<file path="config.mk">
export PLATFORM = sky130hd
export DESIGN_NAME = dmx_tx_engine
export DESIGN_NICKNAME = d
export VERILOG_FILES = /design/src/rtl/dmx_tx_engine.sv
export SDC_FILE = /design/constraint.sdc
export NUM_CORES = 1
export LEC_CHECK = 0
export CAP_MARGIN = 30
export CORE_ASPECT_RATIO = 0.5
export CORE_UTILIZATION = 45
export CTS_CLUSTER_DIAMETER = 80
export DETAILED_ROUTE_END_ITERATION = 8
export GPL_TIMING_DRIVEN = 0
export HOLD_SLACK_MARGIN = 0.08
export PLACE_DENSITY = 0.77
export SETUP_SLACK_MARGIN = 0.1
export SLEW_MARGIN = 20
export SYNTH_ARGS = -nofsm -noshare
export SYNTH_HDL_FRONTEND = slang
export SYNTH_SLANG_ARGS = --single-unit
</file>
<file path="constraint.sdc">
create_clock -name CLK12 -period 2.45 [get_ports CLK12]
set_input_delay 0.49 -clock CLK12 [delete_from_list [all_inputs] [get_ports CLK12]]
set_output_delay 0.49 -clock CLK12 [all_outputs]
set_load 0.05 [all_outputs]
</file>
<file path="src/rtl/dmx_tx_engine.sv">
// DMX512 transmitter: BREAK / MAB / slot stream / mark-after, NUM_CHANNELS universes in lockstep.
// Optional debug bus enabled by defining DMX_TX_ENGINE_DEBUG_EN.
module dmx_tx_engine #(
  parameter int unsigned CLK_HZ       = 12_000_000,
  parameter int unsigned BAUD         = 250_000,
  parameter int unsigned NUM_CHANNELS = 2,
  parameter int unsigned BREAK_BITS   = 25,
  parameter int unsigned MAB_BITS     = 3,
  parameter int unsigned IDLE_BITS    = 2,
  parameter logic [7:0]  START_CODE   = 8'h00
) (
  input  logic                        CLK12,
  input  logic                        RST,
  input  logic                        enable,
  input  logic [9:0]                  slot_limit,
  input  logic [8*NUM_CHANNELS-1:0]   slot_bytes,
  output logic [9:0]                  slot_count,
  output logic [NUM_CHANNELS-1:0]     dmx_data,
  output logic                        frame_done,
  output logic                        busy,
  output logic [7:0]                  DEBUG
);

  localparam int unsigned DIV    = CLK_HZ / BAUD;
  localparam int unsigned BAUD_W = (DIV > 2) ? $clog2(DIV) : 1;
  localparam int unsigned BIT_W  = 8;

  typedef enum logic [2:0] {
    ST_IDLE  = 3'b000,
    ST_BREAK = 3'b010,
    ST_MAB   = 3'b011,
    ST_SLOTS = 3'b100,
    ST_MARK  = 3'b110
  } state_t;

  state_t                         state_q;
  logic [BAUD_W-1:0]              baud_q, baud_d;
  logic                           tick;
  logic [BIT_W-1:0]               bit_q;
  logic [9:0]                     slot_count_q;
  logic [9:0]                     limit_q;
  logic [9:0]                     limit_clamped;
  logic [NUM_CHANNELS-1:0]        dmx_q;
  logic [NUM_CHANNELS-1:0][8:0]   shift_q;
  logic                           done_q;
  logic                           busy_q;

  // Bit-rate divider: tick whenever the down-counter hits zero.
  assign tick   = (baud_q == '0);
  assign baud_d = tick ? BAUD_W'(DIV - 1) : baud_q - 1'b1;

  always_ff @(posedge CLK12 or posedge RST) begin
    if (RST) baud_q <= '0;
    else     baud_q <= baud_d;
  end

  always_comb begin
    limit_clamped = slot_limit;
    if (slot_limit == 10'd0)        limit_clamped = 10'd1;
    else if (slot_limit > 10'd512)  limit_clamped = 10'd512;
  end

  // Frame sequencer; every output change happens on a bit tick.
  always_ff @(posedge CLK12 or posedge RST) begin
    if (RST) begin
      state_q      <= ST_IDLE;
      bit_q        <= '0;
      slot_count_q <= '0;
      limit_q      <= '0;
      dmx_q        <= '1;
      shift_q      <= '1;
      done_q       <= 1'b0;
      busy_q       <= 1'b0;
    end else begin
      done_q <= 1'b0;
      if (tick) begin
        case (state_q)
          ST_IDLE: begin
            if (enable) begin
              state_q      <= ST_BREAK;
              bit_q        <= BIT_W'(BREAK_BITS - 1);
              limit_q      <= limit_clamped;
              slot_count_q <= '0;
              dmx_q        <= '0;
              busy_q       <= 1'b1;
            end
          end
          ST_BREAK: begin
            if (bit_q == '0) begin
              state_q <= ST_MAB;
              bit_q   <= BIT_W'(MAB_BITS - 1);
              dmx_q   <= '1;
            end else begin
              bit_q <= bit_q - 1'b1;
            end
          end
          ST_MAB: begin
            if (bit_q == '0) begin
              state_q      <= ST_SLOTS;
              bit_q        <= BIT_W'(10);
              slot_count_q <= 10'd1;
              dmx_q        <= '0;
              for (int c = 0; c < int'(NUM_CHANNELS); c++) shift_q[c] <= {1'b1, START_CODE};
            end else begin
              bit_q <= bit_q - 1'b1;
            end
          end
          ST_SLOTS: begin
            // bit_q 10..3 emit data, 2..1 stop bits, 0 ends the slot.
            if (bit_q == '0) begin
              if (slot_count_q <= limit_q) begin
                bit_q        <= BIT_W'(10);
                slot_count_q <= slot_count_q + 10'd1;
                dmx_q        <= '0;
                for (int c = 0; c < int'(NUM_CHANNELS); c++) shift_q[c] <= {1'b1, slot_bytes[8*c +: 8]};
              end else begin
                state_q <= ST_MARK;
                bit_q   <= BIT_W'(IDLE_BITS - 1);
                dmx_q   <= '1;
              end
            end else begin
              bit_q <= bit_q - 1'b1;
              for (int c = 0; c < int'(NUM_CHANNELS); c++) begin
                dmx_q[c]   <= shift_q[c][0];
                shift_q[c] <= {1'b1, shift_q[c][8:1]};
              end
            end
          end
          ST_MARK: begin
            if (bit_q == '0) begin
              state_q      <= ST_IDLE;
              slot_count_q <= '0;
              done_q       <= 1'b1;
              busy_q       <= 1'b0;
              dmx_q        <= '1;
            end else begin
              bit_q <= bit_q - 1'b1;
            end
          end
          default: begin
            state_q <= ST_IDLE;
            busy_q  <= 1'b0;
            dmx_q   <= '1;
          end
        endcase
      end
    end
  end

  assign slot_count = slot_count_q;
  assign dmx_data   = dmx_q;
  assign frame_done = done_q;
  assign busy       = busy_q;

`ifdef DMX_TX_ENGINE_DEBUG_EN
  assign DEBUG = {bit_q[4:0], state_q[2:1], dmx_q[0]};
`else
  assign DEBUG = 8'h00;
`endif

endmodule
</file>
==> metrics.log, run 1 <==
INFO  metric critPathMaxFanout = 8
INFO  metric worst_ep_arrival_time = 2.67 ns
INFO  metric die-area = 0.00801 sq mm
INFO  metric hold_ws = 0.465 ns
INFO  metric fin_util = 70.5%
INFO  metric synth-seq-area-share = 42.2%
INFO  metric drcViolationCount = 3
INFO  metric synth-edff-count = 0
INFO  metric max_clock_freq = 0.417 GHz
INFO  metric finalWeightedCongestion = 0.916
INFO  metric place_worst_setup_slack = -0.284 ns
INFO  metric initial_core_utilization = 46.7%
INFO  metric crit_path_end_kind = flip-flop
INFO  metric ctsRootBufferMaster = clkbuf_16
INFO  metric floorplan.die.width = 126 um
INFO  metric clock_insertion_delay_worst_skew = 0.33 ns
INFO  metric die-height = 63.8 um
INFO  metric ys.flop_type = dfrtp_1
INFO  metric dpl-instance-area = 0.00404 sq mm
INFO  metric drv_cap = 0
INFO  metric place.detailed.instances = 527
INFO  metric final_min_period_over_clock_period = 97.8%
INFO  metric ys_types = 50
INFO  metric yosysTopAreaCellShare = 28.4%
INFO  metric final_layout_size_suffix_gt1_share = 34.0%
INFO  metric tightest_slew = 0.697 ns
INFO  metric io-pin-count = 51
INFO  metric firstDrtPassIters = 7
INFO  metric synth-async-reset-ratio = 100%
INFO  metric cts-root-to-sink-buffers = 2
INFO  metric post_cts_hold_buffer_count = 0
INFO  metric vias = 3420
INFO  metric routed_wire_length_per_instance = 18.3 um
INFO  metric synth.ff_latch_count = 57
INFO  metric worst_hold_path_type = flip-flop to flip-flop
INFO  metric finalPower = 2.43 mW
INFO  metric total_count_of_max_transition_violations_in_the_final_report = 0
INFO  metric postLayoutCellArea = 0.00518 sq mm
INFO  metric synthCells = 382
INFO  metric max-slew-margin-rel = 53.6%
INFO  metric syn_avg_cell_area = 8.99 sq um
INFO  metric fin_nets = 514
INFO  metric htreeDepth = 3
INFO  metric critPathRequiredTime = 2.72 ns
INFO  metric clk_transition_reported_paths = 0.05 ns
INFO  metric synth_top_cell_by_area = dfrtp_1
INFO  metric routed_wl = 10500 um
INFO  metric start_kind = flip-flop
INFO  metric final-setup-viol-count = 0
INFO  metric final_critical_path_setup_slack = 0.0536 ns
INFO  metric drt_iter0_drc = 335
INFO  metric core-area = 0.00735 sq mm
INFO  metric period_minus_slack = 2.40 ns
INFO  metric rsz0062_at_grt = true
INFO  metric netlist_top_cells_area = dfrtp_1 28%, dfstp_2 14%, nand2_1 5.2%
INFO  metric failed_checks = design-rule violations
INFO  metric post_route_non_filler_standard_cell_count = 572
INFO  metric tritoncts = yes
INFO  metric wire_length_of_the_first_global_routing_pass = 14700 um
INFO  metric first_global_vias = 3053
INFO  metric cts.sink_count = 57
INFO  metric syn_to_final_growth = 50.9%
INFO  metric grt_start_max_net_pins = 58
INFO  metric gr-usage-all-layers = 23.9%
INFO  metric portBuffers = 42
INFO  metric yosys_warnings = 0
INFO  metric globalRoute.totalOverflow = 0
INFO  metric place_hpwl = 5740 um
INFO  metric peakVddDrop = 0.405 mV
INFO  metric leakage = 2.03 nW
INFO  metric antenna_found_initial = 1
INFO  metric worstSetupPathType = flip-flop to flip-flop
INFO  metric cts_buffers = 9
INFO  metric powerDensity = 469 mW/mm^2
INFO  metric antennaDiodeCount = 0
INFO  metric core.rowCount = 22
INFO  metric fin_tns_setup = 0 ns
INFO  metric fin_worst_skew = 0.00862 ns
INFO  metric outcome = complete, but fails checks
INFO  metric synthesis.area = 0.00343 sq mm
INFO  metric filler_cell_count = 476
INFO  metric finalHoldViolations = 0
INFO  metric via_per_inst = 5.98
INFO  metric postRouteAntennaNets = 0
-- worst max-delay path: stages, from the launching register on --
cell and delay (ns):
dfrtp_2 0.44, ha_4 0.29, nand4_1 0.19, a211oi_2 0.37
a2111oi_4 0.09, buf_6 0.16, or3_4 0.33, buf_6 0.15
o22ai_2 0.16, a22o_1 0.15
-- Yosys cell counts, types with 9 or more instances --
cell type / number
inv_1: 22
ha_1: 14
nor2_1: 26
a21oi_1: 19
clkbuf_1: 16
nor3_1: 9
o21ai_0: 15
o21ai_1: 18
dfrtp_1: 39
nand3_1: 10
nand2_1: 48
dfstp_2: 18
o31ai_1: 18
mux2i_1: 14
nand2b_1: 9
-- sequential cells by signal, summed over array words and instances (netlist names) --
signal and count:
slot_count 10, state_q 3, busy 1, shift_q 16, limit_q 10, frame_done 1
baud_q 6, bit_q 8, dmx_data 2
-- final timing paths --
path	from	to	slack (ns)	depth (start not counted)
worst min register to register	shift_q[7]	shift_q[7]	0.47	2
worst min-delay path	shift_q[7]	shift_q[7]	0.47	2
min in group asynchronous	RST	state_q[0]	0.64	2
worst max-delay path	slot_count[4]	bit_q[0]	0.05	9
worst max register to register	slot_count[4]	bit_q[0]	0.05	9
max in group asynchronous	RST	slot_count[5]	1.30	2
-- kinds of logic after synthesis --
logic type / synth area share [%]
fa+ha+maj: 5.10
simple gates: 19.7
flops: 42.2
other cells: 0.109
mux: 4.74
compound gates: 20.2
xor+xnor: 2.04
buf+inv: 5.90
-- repair_timing --
item,4_1_cts,5_1_grt
resized for setup,37,80
setup endpoints to repair,46,40
buffers inserted,16,12
pin swaps,7,25
cloned,1,2
-- area by class of cell --
type / instances / area, sq um / area share (%)
buffer: 22 / 170 / 3.28
clock buffer: 12 / 289 / 5.58
clock inverter: 4 / 45.0 / 0.869
inverter: 22 / 85.1 / 1.64
multi-input combinational: 286 / 2310 / 44.5
sequential: 57 / 1460 / 28.2
tap: 96 / 120 / 2.32
timing repair buffer: 73 / 703 / 13.6
-- routing by layer --
metal	global-route usage [%]	vias to the layer above	share of wire, %
met1	31.3	1660	42
met4	11.3	2	2.3
met3	6.45	32	6.5
li1	-	1557	-
met5	0	-	0.12
met2	36.9	169	49
-- layout by cell type (no fill, tap or decap), types with 13 or more instances in the layout --
cell,synthesis,final
a21oi_1,19,18
buf_4,8,35
clkbuf_16,0,13
clkdlybuf4s50_1,0,42
dfrtp_1,39,29
dfstp_2,18,18
inv_1,22,19
mux2i_1,14,14
nand2_1,48,35
nor2_1,26,22
o21ai_0,15,15
o21ai_1,18,16
-- where the power goes --
group          internal, mW  leakage [nW]  switching (mW)  total (mW)
combinational        0.0515          1.21          0.0606       0.112
clock                 0.931         0.169           0.440        1.37
sequential            0.945         0.656         0.00175       0.947
total                  1.93          2.03           0.503        2.43
(Power assumes the default switching activity.)
==> run 2, diff against run 1 <==
--- a/config.mk
+++ b/config.mk
@@ -7,6 +7,7 @@
 export LEC_CHECK = 0
 export CAP_MARGIN = 30
 export CORE_ASPECT_RATIO = 0.5
+export CORE_MARGIN = 2
 export CORE_UTILIZATION = 45
 export CTS_CLUSTER_DIAMETER = 80
 export DETAILED_ROUTE_END_ITERATION = 8
@@ -14,6 +15,7 @@
 export HOLD_SLACK_MARGIN = 0.08
 export PLACE_DENSITY = 0.77
 export SETUP_SLACK_MARGIN = 0.1
+export SKIP_CTS_REPAIR_TIMING = 1
 export SLEW_MARGIN = 20
 export SYNTH_ARGS = -nofsm -noshare
 export SYNTH_HDL_FRONTEND = slang
==> run 2 against run 1 <==
The flow finishes with violations (negative setup slack). Hold slack better by 0.0042 ns. Critical path type unchanged. Global-route usage is 2.6 points lower. Cell area is 1.6% lower. Critical path depth is 2 lower. Non-clock buffer count is 3 higher. Highest routed layer is now met4. First-iteration DRC count is 18% lower. Largest cell class unchanged. Cell count is 0.52% higher. Fmax is 5.2% lower.
==> metrics.log, run 2 (synthesis gave the netlist of run 1 again) <==
INFO  metric drt_iter0_drc = 274 (-18%)
INFO  metric antenna_found_initial = 0 (-1)
INFO  metric worst_ep_arrival_time = 2.79 ns (+0.12 ns)
INFO  metric clk_transition_reported_paths = 0.05 ns (about the same)
INFO  metric critical-path-slowest-cell = nor2_1
INFO  metric fin_worst_skew = 0.00909 ns (+0.000462 ns)
INFO  metric portBuffers = 42 (unchanged)
INFO  metric final_layout_size_suffix_gt1_share = 33.4% (-0.63 points)
INFO  metric syn_to_final_growth = 48.4%
INFO  metric max-slew-margin-rel = 38.6% (-15 points)
INFO  metric period_minus_slack = 2.53 ns (+0.131 ns)
INFO  metric max_clock_freq = 0.396 GHz (-5.2%)
INFO  metric top_register = shift_q
INFO  metric leakage = 2.02 nW (-0.81%)
INFO  metric antennaDiodeCount = 0 (unchanged)
INFO  metric powerDensity = 461 mW/mm^2 (-1.7%)
INFO  metric drv_cap = 0 (unchanged)
INFO  metric area_used_by_multi_input_combinational_logic = 0.00225 sq mm (-2.7%)
INFO  metric critical_path.cell_chain = clkbuf_1 > nor2_1 > a31o_1 > a22oi_2 > or4_4 > or3_4 > a21oi_2
INFO  metric flip_flop_count_of_the_largest_register_all_copies_and_words_added = 16 (unchanged)
INFO  metric via_per_inst = 5.85 (-2.1%)
INFO  metric layout_common_cells = 42 x clkdlybuf4s50_1, 39 x nand2_1, 34 x buf_4, 29 x dfrtp_1, 23 x nor2_1
INFO  metric cts.sink_count = 57 (unchanged)
INFO  metric layout.cells.most_common = clkdlybuf4s50_1
INFO  metric slowest_delay = 0.54 ns (+0.10 ns)
INFO  metric die-height = 65.8 um (+3.1%)
INFO  metric floorplan.die.width = 128 um (+1.6%)
INFO  metric finalHoldViolations = 0 (unchanged)
INFO  metric routed_wire_length_per_instance = 17.7 um (-3.5%)
INFO  metric failed_checks = negative setup slack
INFO  metric outcome = complete, but fails checks
INFO  metric final_critical_path_setup_slack = -0.0773 ns (-0.131 ns)
INFO  metric peakVddDrop = 0.398 mV (-1.6%)
INFO  metric first_global_vias = 2829 (-7.3%)
INFO  metric initial_core_utilization = 46.7% (unchanged)
INFO  metric gr-usage-all-layers = 21.3% (-2.6 points)
INFO  metric core.rowCount = 22 (unchanged)
INFO  metric final_min_period_over_clock_period = 103% (+5.3 points)
INFO  metric vias = 3366 (-1.6%)
INFO  metric worst-path-buf-inv = 1 (-1)
INFO  metric setup.reg_to_reg.worst_slack = -0.08 ns (-0.13 ns)
INFO  metric hold_ws = 0.470 ns (+0.00421 ns)
INFO  metric cts_buffers = 9 (unchanged)
INFO  metric start_kind = flip-flop
INFO  metric total_count_of_max_transition_violations_in_the_final_report = 0 (unchanged)
INFO  metric fin_util = 69.4% (-1.2 points)
INFO  metric worst_hold_path_type = flip-flop to flip-flop
INFO  metric tritoncts = yes
INFO  metric rsz0062_at_grt = true
INFO  metric firstDrtPassIters = 5 (-2)
INFO  metric filler_cell_count = 515 (+8.2%)
INFO  metric fin_nets = 517 (+0.58%)
INFO  metric ctsRootBufferMaster = clkbuf_16
INFO  metric finalPower = 2.35 mW (-3.3%)
INFO  metric worstSetupPathType = flip-flop to flip-flop
INFO  metric routed_wl = 10200 um (-3.0%)
INFO  metric postRouteAntennaNets = 0 (unchanged)
INFO  metric htreeDepth = 3 (unchanged)
INFO  metric sequential_cell_area = 0.00146 sq mm (unchanged)
INFO  metric critPathRequiredTime = 2.71 ns (about the same)
INFO  metric io-pin-count = 51 (unchanged)
INFO  metric clock_insertion_delay_worst_skew = 0.34 ns (about the same)
INFO  metric critPathMaxFanout = 10 (+2)
INFO  metric tightest_slew = 0.920 ns (+0.224 ns)
INFO  metric grt_start_max_net_pins = 58 (unchanged)
INFO  metric place_hpwl = 5840 um (+1.6%)
INFO  metric finalWeightedCongestion = 0.940 (+2.6%)
INFO  metric fin_tns_setup = -0.0773 ns (-0.0773 ns)
INFO  metric globalRoute.totalOverflow = 0 (unchanged)
INFO  metric die-area = 0.00839 sq mm (+4.8%)
INFO  metric wire_length_of_the_first_global_routing_pass = 13800 um (-6.1%)
INFO  metric cts-root-to-sink-buffers = 2 (unchanged)
INFO  metric drcViolationCount = 0 (-3)
INFO  metric crit_path_end_kind = flip-flop
INFO  metric core-area = 0.00735 sq mm (unchanged)
INFO  metric path_delay_family = simple AND/OR/NAND/NOR gates
INFO  metric final-setup-viol-count = 1 (+1)
run 2: changes by cell type in the layout (fill, tap and decap cells not counted), moves of 3 or more:
cell,change
o31ai_4,-4
a21oi_2,+4
clkbuf_1,+4
clkbuf_16,-4
buf_6,+8
a21oi_1,-4
nand2_1,+4
nand2_4,-4
buf_8,-3
run 2: report_power, final:
| part | switching (mW) | internal, mW | total (mW) | leakage (nW) |
|---|---|---|---|---|
| sequential | 0.00132 | 0.945 | 0.947 | 0.656 |
| combinational | 0.0606 | 0.0516 | 0.112 | 1.21 |
| clock | 0.425 | 0.867 | 1.29 | 0.153 |
| total | 0.487 | 1.86 | 2.35 | 2.02 |
run 2: worst reg2reg max path, cell delays in order, from the launching register on:
cell	delay [ns]
dfrtp_1	0.41
clkbuf_1	0.26
nor2_1	0.54
a31o_1	0.23
a22oi_2	0.11
or4_4	0.44
or3_4	0.34
a21oi_2	0.13
run 2: per-layer routing:
layer / GRT usage (%) / share of wire (%)
met5: 0 / 0
met4: 6.18 / 2.1
met3: 6.80 / 5.3
met2: 32.2 / 48
met1: 29.3 / 45
run 2: layout make-up:
| type | count | area share, % |
|---|---|---|
| flip-flops and latches | 57 | 28.7 |
| plain buffers | 23 | 3.14 |
| inverters | 22 | 1.67 |
| multi-input cells | 286 | 44.1 |
| well taps | 96 | 2.36 |
| clock inverters | 2 | 0.687 |
| clock buffers | 14 | 5.38 |
| repair buffers | 75 | 14.0 |
run 2: final timing paths:
path / from / endpoint / depth (start not counted)
min in group asynchronous: RST / limit_q[1] / 2
worst min-delay path: shift_q[5] / shift_q[5] / 2
worst max register to register: state_q[2] / slot_count[9] / 7
max in group asynchronous: RST / slot_count[3] / 2
worst min register to register: shift_q[5] / shift_q[5] / 2
worst max-delay path: state_q[2] / slot_count[9] / 7
run 2: stage by stage:
step                instance area (sq um)  worst slack [ns]  std cells
global placement                     4040            -0.639        527
global route                         5100            -0.154        575
floorplan                            3500            0.0206        389
detailed placement                   4040            -0.364        527
finish                               5100           -0.0773        575
CTS                                  4350            -0.381        543
==> run 3, diff against run 2 <==
--- a/config.mk
+++ b/config.mk
@@ -14,6 +14,7 @@
 export GPL_TIMING_DRIVEN = 0
 export HOLD_SLACK_MARGIN = 0.08
 export PLACE_DENSITY = 0.77
+export RECOVER_POWER = 25
 export SETUP_SLACK_MARGIN = 0.1
 export SKIP_CTS_REPAIR_TIMING = 1
 export SLEW_MARGIN = 20
==> run 3 against run 2 <==
The run still ends with negative setup slack left. Flip-flop and latch count did not move. Critical path depth unchanged. Fmax is essentially flat. Largest cell class unchanged. Cell area about the same. Highest routed layer unchanged.
==> metrics.log, run 3 (synthesis gave the netlist of run 1 again) <==
INFO  metric core.rowCount = 22 (unchanged)
INFO  metric routed_wl = 10200 um (+0.12%)
INFO  metric worstSetupPathType = flip-flop to flip-flop
INFO  metric leakage = 2.02 nW (about the same)
INFO  metric met3_wirelength = 539 um (unchanged)
INFO  metric drt_iter0_drc = 274 (unchanged)
INFO  metric clock_insertion_delay_worst_skew = 0.34 ns (about the same)
INFO  metric top_layer = met4
INFO  metric power.share.switching = 20.8% (+0.13 points)
INFO  metric wire_length_of_the_first_global_routing_pass = 13800 um (unchanged)
INFO  metric drcViolationCount = 0 (unchanged)
INFO  metric critPathMaxFanout = 10 (unchanged)
INFO  metric pwr-share-comb = 4.7% (about the same)
INFO  metric clk_transition_reported_paths = 0.05 ns (about the same)
INFO  metric cts_buffers = 9 (unchanged)
INFO  metric globalRoute.totalOverflow = 0 (unchanged)
INFO  metric crit_path_end_kind = flip-flop
INFO  metric final_critical_path_setup_slack = -0.0766 ns (+0.000684 ns)
INFO  metric core-area = 0.00735 sq mm (unchanged)
INFO  metric grt_start_max_net_pins = 58 (unchanged)
INFO  metric postRouteAntennaNets = 0 (unchanged)
INFO  metric cts-root-to-sink-buffers = 2 (unchanged)
INFO  metric firstDrtPassIters = 5 (unchanged)
INFO  metric place_hpwl = 5840 um (unchanged)
INFO  metric final-setup-viol-count = 1 (unchanged)
INFO  metric peakVddDrop = 0.400 mV (+0.51%)
INFO  metric htreeDepth = 3 (unchanged)
INFO  metric antenna_found_initial = 0 (unchanged)
INFO  metric layout.cells.most_common = clkdlybuf4s50_1
INFO  metric cts.sink_count = 57 (unchanged)
INFO  metric start_kind = flip-flop
INFO  metric fin_worst_skew = 0.00952 ns (+0.000436 ns)
INFO  metric drv_cap = 0 (unchanged)
INFO  metric routed_wire_length_per_instance = 17.7 um (+0.12%)
INFO  metric fin_util = 69.3% (about the same)
INFO  metric period_minus_slack = 2.53 ns (-0.000684 ns)
INFO  metric syn_to_final_growth = 48.3% (about the same)
INFO  metric powerDensity = 462 mW/mm^2 (+0.19%)
INFO  metric fin_nets = 517 (unchanged)
INFO  metric filler_cell_count = 515 (unchanged)
INFO  metric fin_tns_setup = -0.0766 ns (+0.000684 ns)
INFO  metric total_count_of_max_transition_violations_in_the_final_report = 0 (unchanged)
INFO  metric vias = 3366 (unchanged)
INFO  metric power_frac_clock = 55.1% (about the same)
INFO  metric gr-usage-all-layers = 21.3% (unchanged)
INFO  metric tightest_slew = 1.20 ns (+0.275 ns)
INFO  metric top_register = shift_q
INFO  metric die-area = 0.00839 sq mm (unchanged)
INFO  metric max-slew-margin-rel = 20.3% (-18 points)
INFO  metric layout_common_cells = 41 x clkdlybuf4s50_1, 39 x nand2_1, 34 x buf_4, 29 x dfrtp_1, 23 x nor2_1
INFO  metric worst_ep_arrival_time = 2.79 ns (about the same)
INFO  metric place_worst_setup_slack = -0.364 ns (unchanged)
INFO  metric antennaDiodeCount = 0 (unchanged)
INFO  metric tritoncts = yes
INFO  metric worst_hold_path_type = flip-flop to flip-flop
INFO  metric internal_power = 1.86 mW (about the same)
INFO  metric critPathRequiredTime = 2.71 ns (about the same)
INFO  metric power.sequential.fraction = 40.2% (about the same)
INFO  metric outcome = complete, but fails checks
INFO  metric flip_flop_count_of_the_largest_register_all_copies_and_words_added = 16 (unchanged)
INFO  metric initial_core_utilization = 46.7% (unchanged)
INFO  metric met2_wirelength_from_detailed_routing = 4870 um (-0.33%)
INFO  metric final_layout_size_suffix_gt1_share = 33.4% (unchanged)
INFO  metric ctsRootBufferMaster = clkbuf_16
INFO  metric max_clock_freq = 0.396 GHz (about the same)
INFO  metric portBuffers = 42 (unchanged)
INFO  metric finalWeightedCongestion = 0.940 (unchanged)
INFO  metric final_min_period_over_clock_period = 103% (about the same)
INFO  metric rsz0062_at_grt = true
INFO  metric finalHoldViolations = 0 (unchanged)
INFO  metric via_per_inst = 5.85 (unchanged)
INFO  metric floorplan.die.width = 128 um (unchanged)
INFO  metric post_route_non_filler_standard_cell_count = 575 (unchanged)
INFO  metric route.layer.met1.wl = 4550 um (+0.62%)
INFO  metric die-height = 65.8 um (unchanged)
INFO  metric power.net_switching = 0.490 mW (+0.77%)
INFO  metric place.detailed.instances = 527 (unchanged)
INFO  metric io-pin-count = 51 (unchanged)
INFO  metric first_global_vias = 2829 (unchanged)
INFO  metric failed_checks = negative setup slack
[run 3: cell count changes in the layout (fill, tap and decap cells not counted), sizes merged]
| cell | delta |
|---|---|
| clkdlybuf4s50 | -1 |
| dlygate4sd3 | +1 |
[run 3: final timing paths]
| check | from | end | slack [ns] | cells past startpoint |
|---|---|---|---|---|
| setup / recovery | state_q[2] | slot_count[9] | -0.08 | 7 |
| hold / removal | shift_q[5] | shift_q[5] | 0.47 | 2 |
| hold reg to reg | shift_q[5] | shift_q[5] | 0.47 | 2 |
| setup reg to reg | state_q[2] | slot_count[9] | -0.08 | 7 |
| max in group asynchronous | RST | slot_count[3] | 0.72 | 2 |
| min in group asynchronous | RST | limit_q[1] | 0.92 | 2 |
[run 3: critical path: stages, from the launching register on]
cell,delay [ns]
dfrtp_1,0.41
clkbuf_1,0.26
nor2_1,0.54
a31o_1,0.23
a22oi_2,0.11
or4_4,0.44
or3_4,0.34
a21oi_2,0.13
[run 3: through the flow]
step / power [mW] / hold slack (ns) / cell area [sq um]
final: 2.35 / 0.470 / 5090
after detailed placement: 1.07 / 0.456 / 4040
after CTS: 2.36 / 0.463 / 4350
after global routing: 2.42 / 0.486 / 5090
after floorplan: 1.02 / 0.443 / 3500
after global placement: 1.07 / 0.453 / 4040
[run 3: cell type report]
type	count	area [sq um]	share of cell area [%]
Clock buffer	14	274	5.38
Clock inverter	2	35.0	0.688
Buffer	23	160	3.14
Sequential cell	57	1460	28.7
Timing Repair Buffer	75	716	14.0
Inverter	22	82.6	1.62
Multi-Input combinational cell	286	2250	44.1
Tap cell	96	120	2.36
[run 3: power groups by stage]
stage	Sequential, mW	Combinational, mW	Clock (mW)
2_1_floorplan	0.960	0.0551	0
3_3_place_gp	0.961	0.110	0
3_5_place_dp	0.961	0.112	0
4_1_cts	0.946	0.112	1.30
5_1_grt	0.946	0.121	1.35
6_report	0.947	0.111	1.30
[run 3: routing by layer]
layer  track usage [%]  vias up
met5                 0        -
met4              6.18        0
met3              6.80       22
met2              32.2      143
met1              29.3     1643
li1                  -     1558
